File: config.mk
export PLATFORM = sky130hd
export DESIGN_NAME = inv_stim_sequencer
export DESIGN_NICKNAME = d
export VERILOG_FILES = /design/src/rtl/inv_stim_sequencer.sv
export SDC_FILE = /design/constraint.sdc
export NUM_CORES = 1
export LEC_CHECK = 0
export BUFFER_PORTS_ARGS = -buffer_cell sky130_fd_sc_hd__buf_2
export CORE_MARGIN = 1.5
export CORE_UTILIZATION = 60
export CTS_BUF_LIST = sky130_fd_sc_hd__clkbuf_4 sky130_fd_sc_hd__clkbuf_8 sky130_fd_sc_hd__clkbuf_16
export DETAILED_ROUTE_END_ITERATION = 6
export PLACE_DENSITY = 0.82
export SKIP_CTS_REPAIR_TIMING = 1
export SLEW_MARGIN = 20
export SYNTH_ARGS = -nofsm -noshare
export SYNTH_HDL_FRONTEND = slang
export SYNTH_SLANG_ARGS = --single-unit
export TNS_END_PERCENT = 20
File: constraint.sdc
create_clock -name clk -period 5.96 [get_ports clk]
set_clock_uncertainty 0.05 [all_clocks]
set_input_delay 0 -clock clk [delete_from_list [all_inputs] [get_ports clk]]
set_output_delay 0 -clock clk [all_outputs]
set_load 0.01 [all_outputs]
File: src/rtl/inv_stim_sequencer.sv
// Stimulus sequencer for the analog double-inverter cell: toggles the cell input,
// watches the synchronised response, and tallies errors and worst round-trip latency.
module inv_stim_sequencer #(
    parameter int CNT_W       = 8,
    parameter int SYNC_STAGES = 2,
    parameter int TIMEOUT     = 200,
    parameter int HOLD_CYC    = 4,
    parameter bit INVERT      = 1'b0
) (
    input  logic             clk,
    input  logic             rst_n,
    input  logic             ena,
    input  logic             start,
    input  logic [CNT_W-1:0] n_toggles,
    input  logic             resp_in,
    output logic             stim_out,
    output logic             busy,
    output logic             done,
    output logic             pass,
    output logic [CNT_W-1:0] err_count,
    output logic [CNT_W-1:0] lat_max
);

    typedef enum logic [2:0] {S_IDLE, S_ARM, S_WAIT, S_HOLD, S_DONE} state_t;

    localparam int                HOLD_W       = (HOLD_CYC > 1) ? $clog2(HOLD_CYC) : 1;
    localparam logic [HOLD_W-1:0] HOLD_LAST    = HOLD_W'(HOLD_CYC - 1);
    localparam logic [CNT_W-1:0]  TIMEOUT_LAST = CNT_W'(TIMEOUT - 1);
    localparam logic [CNT_W-1:0]  SYNC_DEPTH   = CNT_W'(SYNC_STAGES);
    localparam logic [CNT_W-1:0]  CNT_MAX      = '1;

    state_t              state;
    state_t              state_next;
    logic [SYNC_STAGES-1:0] sync_q;
    logic                resp_sync;
    logic                expected;
    logic                resp_match;
    logic                wait_ok;
    logic                timed_out;
    logic                hold_end;
    logic                last_toggle;
    logic [CNT_W-1:0]    n_lat;
    logic [CNT_W-1:0]    toggles_done;
    logic [CNT_W-1:0]    lat_cnt;
    logic [CNT_W-1:0]    lat_now;
    logic [HOLD_W-1:0]   hold_cnt;

    always_ff @(posedge clk or negedge rst_n) begin
        if (!rst_n) begin
            sync_q <= '0;
        end else begin
            sync_q <= {sync_q[SYNC_STAGES-2:0], resp_in};
        end
    end

    assign resp_sync   = sync_q[SYNC_STAGES-1];
    assign expected    = stim_out ^ INVERT;
    assign resp_match  = (resp_sync == expected);
    // Until SYNC_STAGES cycles have passed, resp_sync still carries pre-toggle samples;
    // accepting them would let a dead or wrong-polarity cell look like a fast one.
    assign wait_ok     = resp_match && (lat_cnt >= SYNC_DEPTH);
    assign timed_out   = (lat_cnt == TIMEOUT_LAST);
    assign hold_end    = (hold_cnt == HOLD_LAST);
    assign last_toggle = (toggles_done == n_lat);
    assign lat_now     = lat_cnt + CNT_W'(1);

    always_ff @(posedge clk or negedge rst_n) begin
        if (!rst_n) begin
            state <= S_IDLE;
        end else begin
            state <= state_next;
        end
    end

    always_comb begin
        state_next = state;
        if (!ena) begin
            state_next = S_IDLE;
        end else begin
            unique case (state)
                S_IDLE: if (start) state_next = S_ARM;
                S_ARM:  if (resp_match || timed_out) state_next = S_HOLD;
                S_WAIT: if (wait_ok || timed_out) state_next = S_HOLD;
                S_HOLD: if (hold_end) state_next = last_toggle ? S_DONE : S_WAIT;
                S_DONE: state_next = S_IDLE;
                default: state_next = S_IDLE;
            endcase
        end
    end

    always_comb begin
        busy = (state != S_IDLE);
        done = (state == S_DONE);
    end

    always_ff @(posedge clk or negedge rst_n) begin
        if (!rst_n) begin
            stim_out     <= 1'b0;
            pass         <= 1'b0;
            err_count    <= '0;
            lat_max      <= '0;
            n_lat        <= '0;
            toggles_done <= '0;
            lat_cnt      <= '0;
            hold_cnt     <= '0;
        end else begin
            hold_cnt <= (state == S_HOLD && !hold_end) ? hold_cnt + HOLD_W'(1) : '0;
            if (!ena) begin
                // Abort keeps the statistics of the interrupted run visible.
                stim_out <= 1'b0;
            end else begin
                unique case (state)
                    S_IDLE: begin
                        lat_cnt <= '0;
                        if (start) begin
                            n_lat        <= n_toggles;
                            toggles_done <= '0;
                            err_count    <= '0;
                            lat_max      <= '0;
                            pass         <= 1'b0;
                        end
                    end
                    S_ARM, S_WAIT: begin
                        if ((state == S_ARM) ? resp_match : wait_ok) begin
                            if (state == S_WAIT && lat_now > lat_max) lat_max <= lat_now;
                        end else if (timed_out) begin
                            if (err_count != CNT_MAX) err_count <= err_count + CNT_W'(1);
                        end else begin
                            lat_cnt <= lat_now;
                        end
                    end
                    S_HOLD: begin
                        if (hold_end) begin
                            if (last_toggle) begin
                                pass     <= (err_count == '0);
                                stim_out <= 1'b0;
                            end else begin
                                stim_out     <= ~stim_out;
                                toggles_done <= toggles_done + CNT_W'(1);
                                lat_cnt      <= '0;
                            end
                        end
                    end
                    S_DONE: begin
                    end
                    default: begin
                    end
                endcase
            end
        end
    end

endmodule

==> impl_metrics.json <==
{
  "cts-root-buf": "clkbuf_8",
  "r2r_cells": 10,
  "power_switching_share_pct": 40.80,
  "cts_sinks": 49,
  "synth_seq_cells": 49,
  "die_h_um": 72.51,
  "viasPerCell": 5.970,
  "leakage_uw": 0.001635,
  "antenna_cells": 0,
  "crit_end": "lat_max[5]",
  "mappedNetlistArea_um2": 2899,
  "grt_use_total_pct": 23.37,
  "final-hold-violation-count": 0,
  "syn_to_final_growth_pct": 12.39,
  "io_buffers": 32,
  "grt_max_degree": 50,
  "drive_above_1_share_pct": 15.27,
  "ys_seq_area_share_pct": 42.30,
  "core-area_um2": 4692,
  "place_area_um2": 3059,
  "outcome": "completed",
  "ys_warn_count": 0,
  "gp_routability_congestion": 0.8423,
  "critPathRequiredTime_ps": 6100,
  "routed_wl_um": 6104,
  "cp-end-kind": "flop",
  "synth_top_area_cell": "dfrtp_1",
  "final_cells": 401,
  "synthArstFlopShare_pct": 100.0,
  "clk_pin_slew_ps": 90,
  "synthFlopType": "dfrtp_1",
  "path_max_fanout": 8,
  "dieArea_um2": 5258,
  "netlist_top_cells_area": "dfrtp_1 42%, nand2_1 6.2%, ha_1 6.0%",
  "r2r-start": "lat_cnt[1]",
  "switchingPower_uw": 439.0,
  "crit_start": "lat_cnt[1]",
  "htree_levels": 2,
  "cp.arrival_ps": 3080,
  "drc": 0,
  "cts_buffers": 5,
  "rows": 25,
  "grt_remaining_overflow": 0,
  "rsz0062_at_grt": "false",
  "postRouteAntennaNets": 0,
  "critPathKind": "reg2reg",
  "synth_nets": 335,
  "drt_iter0_drc": 203,
  "slew_viol_final": 0,
  "powerDensity_nw_per_um2": 330.3,
  "regArea_um2": 1226,
  "antenna_found_initial": 0,
  "place_hpwl_um": 4206,
  "setup_viol": 0,
  "setup_tns_ps": 0,
  "grt_pass1_vias": 2106,
  "pwr-share-seq_pct": 41.3,
  "period_share_pct": 49.32,
  "peakVddDrop_mv": 0.2151,
  "fmax_mhz": 340.2,
  "via_count": 2394,
  "avgSynthCellArea_um2": 9.412,
  "synth_edf_count": 0,
  "ioPinCount": 33,
  "pwr-share-comb_pct": 40.8,
  "layout_min_cycle_time_ps": 2939,
  "die_width_um": 72.51,
  "multi_input_area_um2": 1538,
  "max_slew_margin_pct": 31.79,
  "worstMarginPinSlew_ps": 1018,
  "r2r_setup_slack_ps": 3020,
  "synth_cell_type_count": 53,
  "grt_pass1_wl_um": 9618,
  "clkPwrFrac_pct": 17.9,
  "hold_path_class": "in2async",
  "fillCellCount": 334,
  "fin_nets": 373,
  "initial_core_util_pct": 61.79,
  "clockBufferDepth": 2,
  "syn_inst": 308,
  "r2r_end": "lat_max[5]",
  "drt-pass1-iter-count": 5,
  "dp_cells": 382,
  "tritoncts": "done",
  "hold-worst-slack_ps": 198.1,
  "design_area_um2": 3258,
  "start_kind": "flop",
  "synth_top_area_share_pct": 42.30,
  "cap_violations": 0,
  "wire_per_inst_um": 15.22,
  "p_int_uw": 637.0,
  "clk_latency_ps": 300
}
[worst max-delay path, stage by stage (launching register included)]
cell and delay [ps]:
dfrtp_1 440, ha_1 270, nand3_1 140, nor2_1 150
xnor2_1 170, inv_1 70, ha_1 300, nand4_1 130
o221ai_1 210, nand4_1 450, mux2_2 440
[flip-flops by register name, summed over array words and instances (netlist names)]
| name | count |
|---|---|
| n_lat | 8 |
| stim_out | 1 |
| lat_max | 8 |
| toggles_done | 8 |
| hold_cnt | 2 |
| lat_cnt | 8 |
| err_count | 8 |
| state | 3 |
| pass | 1 |
| sync_q | 2 |
[power groups by stage]
| stage | Sequential, uW | Clock (uW) | Combinational (uW) |
|---|---|---|---|
| 6_report | 445 | 192 | 439 |
| 5_1_grt | 452 | 206 | 499 |
| 4_1_cts | 444 | 197 | 432 |
| 3_5_place_dp | 451 | 0 | 430 |
| 3_3_place_gp | 449 | 0 | 417 |
| 2_1_floorplan | 432 | 0 | 353 |
[how the worst min path moves through the flow]
stage                               to  startpoint  slack, ps
final                         n_lat[2]       rst_n        200
after global routing          n_lat[2]       rst_n        280
after CTS                    sync_q[0]     resp_in       -250
after detailed placement     sync_q[0]     resp_in         60
after global placement       sync_q[0]     resp_in         60
after floorplan           err_count[0]       rst_n       -350
[synth_stat cells, drive strengths merged, types with 2 or more instances]
cell	n
xor2	11
and3	6
nor3	11
mux2	8
and2	3
nor4b	2
ha	14
dfrtp	49
xnor2	5
nand2b	7
a211oi	2
or3	7
inv	18
a31oi	3
nor2	20
nor4	3
clkbuf	3
buf	9
nor3b	2
o2bb2ai	3
nand3b	2
o211ai	3
a32o	5
mux2i	10
o21ai	8
nand4	7
or2	2
a21oi	8
nand2	48
nand3	13
[layout by cell type, fill, tap and decap left out, types with 5 or more instances in the layout]
cell and count:
dfrtp_1 49, nand2b_1 7, a21oi_1 8, buf_2 31
nor3_1 9, mux2i_1 10, clkbuf_8 5, a32o_1 5
and3_1 6, nand4_1 7, o21ai_0 7, inv_1 18
xnor2_1 5, ha_1 14, nor2_1 20, nand3_1 13
dlygate4sd3_1 11, mux2_4 5, or3_1 7, xor2_1 11
nand2_1 48
[per-layer routing]
| metal | track usage (%) | vias up | routed length, um |
|---|---|---|---|
| li1 | - | 1170 | - |
| met1 | 31.68 | 1159 | 2709 |
| met2 | 38.48 | 57 | 3040 |
| met3 | 4.167 | 8 | 277 |
| met4 | 7.128 | 0 | 77 |
| met5 | 0 | - | 0 |
[cell families after synthesis]
kind of cell | share of synthesized area, %
adders and majority gates | 6.042
muxes | 7.208
and+or+nand+nor | 23.95
AOI/OAI and AO/OA | 11.01
buffers and inverters | 4.661
DFF | 42.30
xor gates and xnor gates | 4.834
[layout make-up]
class / instances / share of cell area [%]
Clock inverter: 3 / 0.5376
Sequential cell: 49 / 37.63
Multi-Input combinational cell: 229 / 47.20
Timing Repair Buffer: 43 / 8.372
Clock buffer: 5 / 2.112
Tap cell: 54 / 2.074
Inverter: 18 / 2.074
[stage by stage]
step	utilization [%]	power, uW	setup slack, ps
final	69.44	1076	3021
after CTS	67.04	1073	2997
after detailed placement	65.20	881.0	3027
after global routing	69.44	1158	2763
after floorplan	-	785.2	3344
after global placement	65.20	865.7	3133
(Power assumes the default switching activity.)
